===== src/rtl/modulo_confirmacao_limiar_pkg.sv =====
// Shared definitions for the threshold confirmation stage.
// Holds the state encoding, the default persistence depth and the comparator legality check.
package modulo_confirmacao_limiar_pkg;

    typedef enum logic [1:0] {
        NORMAL   = 2'b00,
        SUBINDO  = 2'b01,
        ALARME   = 2'b10,
        DESCENDO = 2'b11
    } estado_t;

    localparam int N_CONFIRM_DEFAULT = 4;

    // True when exactly one of the three comparator flags is set.
    function automatic logic isOneHot3(
        input logic a,
        input logic b,
        input logic c
    );
        return (a ^ b ^ c) & ~(a & b & c);
    endfunction

endpackage


===== src/rtl/modulo_contador_saturado.sv =====
// Saturating up-counter with increment enable and synchronous clear.
// Ports: clk, reset (sync, active-high), clear, incEn -> count (holds at all-ones).
module modulo_contador_saturado #(
    parameter int W = 8
) (
    input  logic         clk,
    input  logic         reset,
    input  logic         clear,
    input  logic         incEn,
    output logic [W-1:0] count
);

    always_ff @(posedge clk) begin
        if (reset || clear) begin
            count <= '0;
        end else if (incEn && (count != '1)) begin
            count <= count + W'(1);
        end
    end

endmodule


===== src/rtl/modulo_confirmacao_limiar.sv =====
// Persistence/hysteresis filter behind the 7-bit magnitude comparator.
// Ports: clk, reset, sample_valid, AltB_in/AeqB_in/AgtB_in -> alarm_out,
//        alarm_on_pulse, error_out (sticky), estado_out, alarm_count.
module modulo_confirmacao_limiar
    import modulo_confirmacao_limiar_pkg::*;
#(
    parameter int N_CONFIRM = N_CONFIRM_DEFAULT,
    parameter int CNT_W     = 4,
    parameter int EVT_W     = 8
) (
    input  logic             clk,
    input  logic             reset,
    input  logic             sample_valid,
    input  logic             AltB_in,
    input  logic             AeqB_in,
    input  logic             AgtB_in,
    output logic             alarm_out,
    output logic             alarm_on_pulse,
    output logic             error_out,
    output logic [1:0]       estado_out,
    output logic [EVT_W-1:0] alarm_count
);

    localparam logic [CNT_W-1:0] N_CNT = CNT_W'(N_CONFIRM);

    estado_t          estado;
    estado_t          nextEstado;
    logic [CNT_W-1:0] cnt;
    logic [CNT_W-1:0] nextCnt;
    logic [CNT_W-1:0] cntInc;
    logic             legal;
    logic             illegal;
    logic             enterAlarm;
    logic             pulseReg;
    logic             errorReg;

    assign legal   = sample_valid & isOneHot3(AltB_in, AeqB_in, AgtB_in);
    assign illegal = sample_valid & ~isOneHot3(AltB_in, AeqB_in, AgtB_in);
    assign cntInc  = cnt + CNT_W'(1);

    always_ff @(posedge clk) begin
        if (reset) begin
            estado   <= NORMAL;
            cnt      <= '0;
            pulseReg <= 1'b0;
            errorReg <= 1'b0;
        end else begin
            estado   <= nextEstado;
            cnt      <= nextCnt;
            pulseReg <= enterAlarm;
            errorReg <= errorReg | illegal;
        end
    end

    // Illegal or absent samples fall through with state and counter held.
    always_comb begin
        nextEstado = estado;
        nextCnt    = cnt;
        enterAlarm = 1'b0;
        if (legal) begin
            unique case (estado)
                NORMAL: begin
                    nextCnt = '0;
                    if (AgtB_in) begin
                        if (N_CONFIRM == 1) begin
                            nextEstado = ALARME;
                            enterAlarm = 1'b1;
                        end else begin
                            nextEstado = SUBINDO;
                            nextCnt    = CNT_W'(1);
                        end
                    end
                end
                SUBINDO: begin
                    unique case (1'b1)
                        AgtB_in: begin
                            if (cntInc == N_CNT) begin
                                nextEstado = ALARME;
                                nextCnt    = '0;
                                enterAlarm = 1'b1;
                            end else begin
                                nextCnt = cntInc;
                            end
                        end
                        AltB_in: begin
                            nextEstado = NORMAL;
                            nextCnt    = '0;
                        end
                        AeqB_in: ;
                    endcase
                end
                ALARME: begin
                    nextCnt = '0;
                    if (AltB_in) begin
                        if (N_CONFIRM == 1) begin
                            nextEstado = NORMAL;
                        end else begin
                            nextEstado = DESCENDO;
                            nextCnt    = CNT_W'(1);
                        end
                    end
                end
                DESCENDO: begin
                    unique case (1'b1)
                        AltB_in: begin
                            if (cntInc == N_CNT) begin
                                nextEstado = NORMAL;
                                nextCnt    = '0;
                            end else begin
                                nextCnt = cntInc;
                            end
                        end
                        // Falling back into alarm is not a fresh entry.
                        AgtB_in: begin
                            nextEstado = ALARME;
                            nextCnt    = '0;
                        end
                        AeqB_in: ;
                    endcase
                end
            endcase
        end
    end

    // Both alarm states share bit 1, so the level is a flop bit.
    always_comb begin
        alarm_out      = estado[1];
        alarm_on_pulse = pulseReg;
        error_out      = errorReg;
        estado_out     = estado;
    end

    modulo_contador_saturado #(
        .W(EVT_W)
    ) uEventos (
        .clk   (clk),
        .reset (reset),
        .clear (1'b0),
        .incEn (enterAlarm),
        .count (alarm_count)
    );

endmodule


===== config.mk =====
export PLATFORM = sky130hd
export DESIGN_NAME = modulo_confirmacao_limiar
export DESIGN_NICKNAME = d
export VERILOG_FILES = /design/src/rtl/modulo_confirmacao_limiar_pkg.sv /design/src/rtl/modulo_contador_saturado.sv /design/src/rtl/modulo_confirmacao_limiar.sv
export SDC_FILE = /design/constraint.sdc
export NUM_CORES = 1
export LEC_CHECK = 0
export ABC_AREA = 0
export BUFFER_PORTS_ARGS = -buffer_cell sky130_fd_sc_hd__clkbuf_2
export CAP_MARGIN = 20
export CORE_MARGIN = 3
export CORE_UTILIZATION = 30
export CTS_CLUSTER_DIAMETER = 100
export DETAILED_ROUTE_END_ITERATION = 8
export HOLD_SLACK_MARGIN = 0.03
export PLACE_DENSITY = 0.46
export SLEW_MARGIN = 20
export SYNTH_ARGS = -nofsm -noshare
export SYNTH_HDL_FRONTEND = slang
export SYNTH_SLANG_ARGS = --single-unit

===== constraint.sdc =====
create_clock -name clk -period 3.8 [get_ports clk]
set_input_delay 0.19 -clock clk [delete_from_list [all_inputs] [get_ports clk]]
set_output_delay 0.19 -clock clk [all_outputs]
set_load 0.02 [all_outputs]

==> results.sh, run 1 <==
export IMPL_cts_tree="done"
export IMPL_grt_use_total_pct=12.1
export IMPL_worstHoldStart="sample_valid"
export IMPL_synth_seq_cells=16
export IMPL_critPathKind="flop to flop"
export IMPL_insertedDiodeCount=0
export IMPL_start_util_pct=33.1
export IMPL_hold_viol_final=0
export IMPL_die_w_um=62.8
export IMPL_viasPerCell=4.98
export IMPL_crit_path_end_kind="flop"
export IMPL_min_period_over_period_pct=56.1
export IMPL_drive_gt1_share_pct=23.6
export IMPL_synth_area_top_cells="dfxtp_1 (33%), ha_1 (5.2%), nor2_1 (4.3%)"
export IMPL_ys_types=43
export IMPL_dp_hpwl_um=1560
export IMPL_comb_power_share_pct=9.1
export IMPL_postCtsHoldBufs=0
export IMPL_setup_viol=0
export IMPL_crit_buf_inv=0
export IMPL_worstReg2RegEnd="estado_out[1]"
export IMPL_holdPathStages=3
export IMPL_port_buffers=18
export IMPL_min_delay_worst_endpoint="error_out"
export IMPL_clock_fmax_mhz=469
export IMPL_cts_root_buf="clkbuf_4"
export IMPL_synth_cells=112
export IMPL_rsz0062_at_grt="false"
export IMPL_max_stage_delay_ns=0.48
export IMPL_pwr_share_seq_pct=54.5
export IMPL_syn_area_per_cell_um2=8.65
export IMPL_worstHoldPathType="input port to flop"
export IMPL_synth_async_reset_ratio_pct=0
export IMPL_cap_violations=0
export IMPL_syn2layout_area_growth_pct=15.2
export IMPL_clockBufferDepth=2
export IMPL_finalClockSkew_ns=0.00527
export IMPL_core_um2=2920
export IMPL_rr_worst_depth=6
export IMPL_yosys_warnings=0
export IMPL_fin_tns_setup_ns=0
export IMPL_hold_ws_ns=0.185
export IMPL_p_sw_share_pct=24.9
export IMPL_worstPathCellList="ha_1 -> nor2b_1 -> a211oi_4 -> or3b_1 -> a2111oi_2 -> o21ai_1"
export IMPL_overflow=0
export IMPL_p_clk_share_pct=36.4
export IMPL_p_per_area_nw_per_um2=285
export IMPL_dieArea_um2=3950
export IMPL_cts_sinks=16
export IMPL_grt_max_degree=18
export IMPL_final_max_slew_viol_count=0
export IMPL_antenna_found_initial=0
export IMPL_path_max_fanout=7
export IMPL_yosysSeqAreaShare_pct=33.1
export IMPL_initialDrtViolationCount=32
export IMPL_synthesis_nets=122
export IMPL_dr_total_vias=841
export IMPL_slowest_stage="dfxtp_1"
export IMPL_cts_repair_resized=0
export IMPL_cts_setup_buffers=0
export IMPL_startpoint_type="flop"
export IMPL_postRouteAntennaNets=0
export IMPL_grt_first_pass_wirelength_um=3860
export IMPL_relSlewSlack_pct=47.4
export IMPL_die_h_um=62.8
export IMPL_yosysTopAreaCell="dfxtp_1"
export IMPL_finalCriticalPeriod_ns=2.13
export IMPL_syn_area_um2=968
export IMPL_synth_top_area_share_pct=33.1
export IMPL_cts_buffers=3
export IMPL_drc=0
export IMPL_cp_required_ns=3.99
export IMPL_insertion_delay_ns=0.29
export IMPL_max_vdd_ir_drop_mv=0.161
export IMPL_routedWlPerCell_um=12.7
export IMPL_leakagePower_nw=0.418
export IMPL_r2r_start="cnt[0]"
export IMPL_synth_edf_count=0
export IMPL_switchingPower_mw=0.0793
export IMPL_routed_wl_um=2150
export IMPL_tightest_slew_ns=0.784
export IMPL_grt_pass1_vias=787
export IMPL_cts_max_level=1
export IMPL_path_delay_family="simple AND/OR/NAND/NOR gates"
export IMPL_gp_congestion=0.747
export IMPL_r2r_setup_slack_ns=1.67
export IMPL_synthFlopType="dfxtp_1"
export IMPL_num_nets_final=138
export IMPL_arrival_ns=2.32
export IMPL_drtPass1Iterations=4
export IMPL_rows=19
export IMPL_boundaryPins=19
export IMPL_cts_clk_slew_worst_paths_ns=0.10
export IMPL_p_int_mw=0.239
export IMPL_status="finished, final reports clean"
export IMPL_post_route_util_pct=38.2
==> per-layer routing <==
layer / routed length [µm] / global-route usage [%] / share of wire [%] / up-vias
li1: - / - / - / 434
met1: 1130 / 16.8 / 53 / 391
met4: 23 / 2.48 / 1.1 / 0
met3: 106 / 5.04 / 4.9 / 2
met2: 892 / 17.3 / 41 / 14
met5: 0 / 0 / 0 / -
==> cell type report <==
type | count | area (µm²)
Fill cell | 317 | 1810
Multi-Input combinational cell | 82 | 591
Sequential cell | 16 | 320
Timing Repair Buffer | 18 | 90.1
Tap cell | 42 | 52.6
Clock buffer | 4 | 36.3
Inverter | 7 | 26.3
==> Yosys cell counts, drive strengths merged (2+ instances only) <==
master	number
xnor2	3
nand2b	2
a211o	2
nor3b	2
nand2	6
nor3	2
a31o	2
nor2	11
o21ai	3
buf	4
inv	7
ha	4
nand4	3
nand3	5
nor4b	2
or4	2
a21oi	8
dfxtp	16
clkbuf	3
mux2i	4
a31oi	2
and3	3
nor2b	2
==> worst max-delay path by stage <==
stage,to,from,depth (start not counted)
floorplan,estado_out[1],cnt[0],6
global placement,estado_out[1],cnt[0],6
detailed placement,estado_out[1],cnt[0],6
CTS,estado_out[1],cnt[0],6
global route,estado_out[1],cnt[0],6
finish,estado_out[1],cnt[0],6
==> power groups by stage <==
| stage | combinational, mW | sequential, mW | clock (mW) |
|---|---|---|---|
| final | 0.0289 | 0.174 | 0.116 |
| after global routing | 0.0326 | 0.174 | 0.129 |
| after CTS | 0.0291 | 0.174 | 0.122 |
| after detailed placement | 0.0288 | 0.178 | 0 |
| after global placement | 0.0286 | 0.177 | 0 |
| after floorplan | 0.0193 | 0.177 | 0 |
==> state kept, by name, summed over array words and instances (netlist names) <==
signal and flops:
alarm_on_pulse 1, cnt 4, error_out 1, estado_out 2, uEventos.count 8
==> metrics by stage <==
stage               area (µm²)  setup slack [ns]  cells  total power, mW
finish                    1120              1.67    169            0.319
detailed placement        1080              1.65    165            0.206
global placement          1080              1.68    165            0.206
global route              1120              1.54    169            0.336
floorplan                  968              1.88    112            0.197
CTS                       1120              1.62    169            0.325
==> layout by cell type (no fill, tap or decap), types with 2 or more instances in the layout <==
cell      synthesis  routed
a31o_2            2       2
or4_1             2       2
and3_1            3       3
o21ai_1           2       2
nand3_1           5       5
nand4_1           3       3
ha_1              4       4
clkbuf_2          0      18
a211o_1           2       2
dfxtp_1          16      16
nand2b_1          2       2
xnor2_1           3       3
mux2i_1           4       4
nor2b_1           2       2
clkbuf_4          0       3
nand2_1           6       6
inv_1             7       7
nor2_1           11      11
a31oi_1           2       2
a21oi_1           8       8
==> logic make-up (layout without fill, tap and decap cells) <==
group / after synthesis / after routing / synth area share [%]
and+or+nand+nor: 47 / 47 / 29.1
AOI/OAI and AO/OA: 23 / 23 / 17.6
DFF: 16 / 16 / 33.1
buffers and inverters: 14 / 29 / 5.94
muxes: 5 / 5 / 6.46
adders and majority gates: 4 / 4 / 5.17
xor gates and xnor gates: 3 / 3 / 2.71
==> tightest hold or removal path: stages <==
cell	delay [ns]
clkbuf_2	0.12
a31oi_1	0.07
nor2_1	0.07
Note: power is estimated with default switching activity, not from simulation.
==> inputs of run 2 (changes only) <==
==> constraint.sdc (replaced) <==
create_clock -name clk -period 2 [get_ports clk]
set_input_delay 0.1 -clock clk [delete_from_list [all_inputs] [get_ports clk]]
set_output_delay 0.1 -clock clk [all_outputs]
set_load 0.02 [all_outputs]
==> run 2 against run 1 <==
Die area unchanged. Final cell count grew 4.7%. Largest power group unchanged. Critical path depth stayed put. Largest cell class unchanged. Cell area rose by 6.6%. Non-clock buffer count is 8 higher. Maximum frequency is 14% higher. Worst hold slack got worse by 0.092 ns.
==> results.sh, run 2 (synthesized netlist as in run 1, its figures left out) <==
export IMPL_hold_ws_ns=0.0927
export IMPL_max_vdd_ir_drop_mv=0.307
export IMPL_port_buffers=18
export IMPL_cts_tree="done"
export IMPL_grt_pass1_vias=822
export IMPL_dieArea_um2=3950
export IMPL_arrival_ns=2.06
export IMPL_cts_buffers=3
export IMPL_cp_required_ns=2.19
export IMPL_final_max_slew_viol_count=0
export IMPL_grt_max_degree=17
export IMPL_min_period_over_period_pct=93.8
export IMPL_grt_first_pass_wirelength_um=3950
export IMPL_boundaryPins=19
export IMPL_dr_total_vias=887
export IMPL_cts_root_buf="clkbuf_4"
export IMPL_p_per_area_nw_per_um2=516
export IMPL_critPathKind="flop to flop"
export IMPL_rsz0062_at_grt="false"
export IMPL_cts_clk_slew_worst_paths_ns=0.10
export IMPL_placed_cells=173
export IMPL_tightest_slew_ns=0.367
export IMPL_finalCriticalPeriod_ns=1.88
export IMPL_layout_commonest_cell="clkbuf_2"
export IMPL_worstHoldPathType="input port to flop"
export IMPL_gp_congestion=0.750
export IMPL_cts_sinks=16
export IMPL_routed_wl_um=2240
export IMPL_routedWlPerCell_um=12.7
export IMPL_num_nets_final=146
export IMPL_core_um2=2920
export IMPL_dp_slack_ns=0.0278
export IMPL_r2r_setup_slack_ns=0.12
export IMPL_dp_hpwl_um=1720
export IMPL_design_area_um2=1190
export IMPL_path_max_fanout=5
export IMPL_layout_common_cells="clkbuf_2 (18), dfxtp_1 (16), nor2_1 (11), a21oi_1 (8), buf_4 (8)"
export IMPL_drtPass1Iterations=4
export IMPL_insertion_delay_ns=0.29
export IMPL_die_h_um=62.8
export IMPL_clockBufferDepth=2
export IMPL_hold_viol_final=0
export IMPL_largest_reg_flops=8
export IMPL_stdcell_count=177
export IMPL_cts_max_level=1
export IMPL_relSlewSlack_pct=75.4
export IMPL_placed_area_um2=1140
export IMPL_setup_viol=0
export IMPL_postRouteAntennaNets=0
export IMPL_insertedDiodeCount=0
export IMPL_antenna_found_initial=0
export IMPL_cap_violations=0
export IMPL_drive_gt1_share_pct=29.6
export IMPL_finalClockSkew_ns=0.00334
export IMPL_regMostFlops="uEventos.count"
export IMPL_overflow=0
export IMPL_drc=0
export IMPL_start_util_pct=33.1
export IMPL_leakagePower_nw=0.459
export IMPL_startpoint_type="flop"
export IMPL_crit_path_end_kind="flop"
export IMPL_fin_tns_setup_ns=0
export IMPL_status="finished, final reports clean"
export IMPL_final_setup_worst_slack_ns=0.123
export IMPL_viasPerCell=5.01
export IMPL_clock_fmax_mhz=533
export IMPL_power_total_mw=0.614
export IMPL_die_w_um=62.8
export IMPL_syn2layout_area_growth_pct=22.9
export IMPL_fillers=303
export IMPL_cts_setup_buffers=0
export IMPL_grt_use_total_pct=12.5
export IMPL_initialDrtViolationCount=36
export IMPL_post_route_util_pct=40.7
export IMPL_rows=19
## run 2: cell count changes in the layout (fill, tap and decap cells not counted), sizes merged
cell  delta
buf      +8
## run 2: power by group
part           internal, mW  switching (mW)
sequential            0.323         0.00320
combinational        0.0303          0.0399
clock                 0.111           0.107
## run 2: final timing paths
check	startpoint	end	depth (start not counted)
setup / recovery	cnt[1]	estado_out[1]	6
hold / removal	sample_valid	error_out	3
setup reg to reg	cnt[1]	estado_out[1]	6
hold reg to reg	error_out	error_out	2
## run 2: per-layer routing
metal  global-route usage [%]  wire length (µm)  vias to the layer above
li1                         -                 -                      452
met1                     16.1              1110                      403
met2                     19.8               983                       30
met3                     4.14               128                        2
met4                     3.31                17                        0
met5                        0                 0                        -
## run 2: area by class of cell
type | count | area (µm²) | share of cell area (%)
clock buffers | 4 | 36.3 | 3.05
inverters | 7 | 26.3 | 2.21
repair buffers | 26 | 150 | 12.6
flip-flops and latches | 16 | 320 | 26.9
well taps | 42 | 52.6 | 4.42
multi-input cells | 82 | 604 | 50.8
## run 2: what timing repair did
action                                  in CTS  in global routing
resized for setup                            0                  3
endpoints found under the setup margin       0                  4
hold buffers                                 0                  0
## run 2: worst max-delay path: stages, from the launching register on
cell       delay (ns)
dfxtp_1          0.40
ha_1             0.23
nor2b_2          0.22
a211oi_4         0.06
or3b_4           0.43
a2111oi_2        0.36
o21ai_1          0.08
==> inputs of run 3 (changes only) <==
--- a/config.mk
+++ b/config.mk
@@ -14,6 +14,7 @@
 export DETAILED_ROUTE_END_ITERATION = 8
 export HOLD_SLACK_MARGIN = 0.03
 export PLACE_DENSITY = 0.46
+export RECOVER_POWER = 50
 export SLEW_MARGIN = 20
 export SYNTH_ARGS = -nofsm -noshare
 export SYNTH_HDL_FRONTEND = slang
==> run 3 against run 2 <==
Final cell count unchanged. Critical path depth stayed put. Sequential power barely moved. Critical path type unchanged. Die area is the same. Maximum frequency is essentially flat. Non-clock buffer count is the same. Clock power barely moved. Via count down 0.79%. Total power is 0.29% lower. Utilization shrank 0.73 points. Worst hold slack better by 0.0039 ns.
==> results.sh, run 3 (synthesized netlist as in run 1, its figures left out) <==
export IMPL_finalCriticalPeriod_ns=1.88
export IMPL_layout_commonest_cell="dfxtp_1"
export IMPL_grt_max_degree=17
export IMPL_routed_wl_um=2240
export IMPL_final_setup_worst_slack_ns=0.122
export IMPL_grt_pass1_vias=822
export IMPL_num_nets_final=146
export IMPL_cts_clk_slew_worst_paths_ns=0.10
export IMPL_clock_fmax_mhz=533
export IMPL_gp_congestion=0.750
export IMPL_regMostFlops="uEventos.count"
export IMPL_power_total_mw=0.612
export IMPL_drc=0
export IMPL_hold_viol_final=0
export IMPL_r2r_setup_slack_ns=0.12
export IMPL_critPathKind="flop to flop"
export IMPL_cts_max_level=1
export IMPL_cap_violations=0
export IMPL_layout_common_cells="dfxtp_1 (16), clkbuf_1 (13), nor2_1 (11), a21oi_1 (8), buf_4 (8)"
export IMPL_dr_total_vias=880
export IMPL_grt_use_total_pct=12.5
export IMPL_initialDrtViolationCount=33
export IMPL_final_max_slew_viol_count=0
export IMPL_startpoint_type="flop"
export IMPL_multi_input_area_um2=599
export IMPL_cts_sinks=16
export IMPL_cts_tree="done"
export IMPL_p_per_area_nw_per_um2=524
export IMPL_syn2layout_area_growth_pct=20.7
export IMPL_dieArea_um2=3950
export IMPL_core_um2=2920
export IMPL_dp_hpwl_um=1720
export IMPL_crit_path_end_kind="flop"
export IMPL_p_clk_share_pct=35.6
export IMPL_pwr_share_seq_pct=53.3
export IMPL_port_buffers=18
export IMPL_layout_area_seq_um2=320
export IMPL_min_period_over_period_pct=93.9
export IMPL_insertedDiodeCount=0
export IMPL_drtPass1Iterations=4
export IMPL_path_max_fanout=5
export IMPL_hold_ws_ns=0.0966
export IMPL_leakagePower_nw=0.412
export IMPL_comb_power_share_pct=11.2
export IMPL_routedWlPerCell_um=12.7
export IMPL_p_sw_share_pct=24.5
export IMPL_worstHoldPathType="input port to flop"
export IMPL_antenna_found_initial=0
export IMPL_max_vdd_ir_drop_mv=0.307
export IMPL_viasPerCell=4.97
export IMPL_start_util_pct=33.1
export IMPL_insertion_delay_ns=0.29
export IMPL_die_w_um=62.8
export IMPL_placed_cells=173
export IMPL_cts_root_buf="clkbuf_4"
export IMPL_fillers=313
export IMPL_p_int_mw=0.462
export IMPL_finalClockSkew_ns=0.00342
export IMPL_rsz0062_at_grt="false"
export IMPL_placed_area_um2=1140
export IMPL_design_area_um2=1170
export IMPL_switchingPower_mw=0.150
export IMPL_drive_gt1_share_pct=19.3
export IMPL_dp_slack_ns=0.0278
export IMPL_post_route_util_pct=40.0
export IMPL_status="finished, final reports clean"
export IMPL_stdcell_count=177
export IMPL_clockBufferDepth=2
export IMPL_cp_required_ns=2.21
export IMPL_tightest_slew_ns=0.455
export IMPL_cts_buffers=3
export IMPL_die_h_um=62.8
export IMPL_largest_reg_flops=8
export IMPL_fin_tns_setup_ns=0
export IMPL_overflow=0
export IMPL_grt_first_pass_wirelength_um=3950
export IMPL_cts_setup_buffers=0
export IMPL_postRouteAntennaNets=0
export IMPL_arrival_ns=2.09
export IMPL_relSlewSlack_pct=69.6
export IMPL_rows=19
export IMPL_boundaryPins=19
export IMPL_setup_viol=0
==> run 3: cell counts in the layout (fill, tap and decap cells not counted) <==
Identical to the previous run, type by type.
==> run 3: final cells by class <==
type	count	area share (%)
clock buffers	4	3.10
inverters	7	2.25
multi-input cells	82	51.3
flip-flops and latches	16	27.4
well taps	42	4.50
repair buffers	26	11.5
==> run 3: repair_timing <==
item                                    in CTS  in global routing
resized for setup                            0                  3
hold buffers                                 0                  0
endpoints found under the setup margin       0                  4
==> run 3: metal layers <==
metal  GRT usage, %  up-vias  share of wire (%)
li1               -      453                  -
met1           16.1      398                 51
met2           19.8       27                 43
met3           4.14        2                5.4
met4           3.31        0               0.76
met5              0        -                  0
==> run 3: critical path, stage by stage (launching register included) <==
cell and delay, ns:
dfxtp_1 0.40, ha_1 0.23, nor2b_1 0.09, a211oi_4 0.27, nor3b_1 0.11, or4b_1 0.54, a31oi_1 0.16
==> run 3: power groups by stage <==
stage                     logic, mW  registers [mW]  clock network [mW]
after floorplan              0.0366           0.337                   0
after global placement       0.0702           0.333                   0
after detailed placement     0.0704           0.333                   0
after CTS                    0.0707           0.326               0.231
after global routing         0.0769           0.327               0.244
final                        0.0683           0.326               0.218
==> run 3: worst paths after layout <==
check / startpoint / end / cells past startpoint
worst max-delay path: cnt[1] / cnt[2] / 6
worst max register to register: cnt[1] / cnt[2] / 6
worst min register to register: error_out / error_out / 2
worst min-delay path: sample_valid / error_out / 3
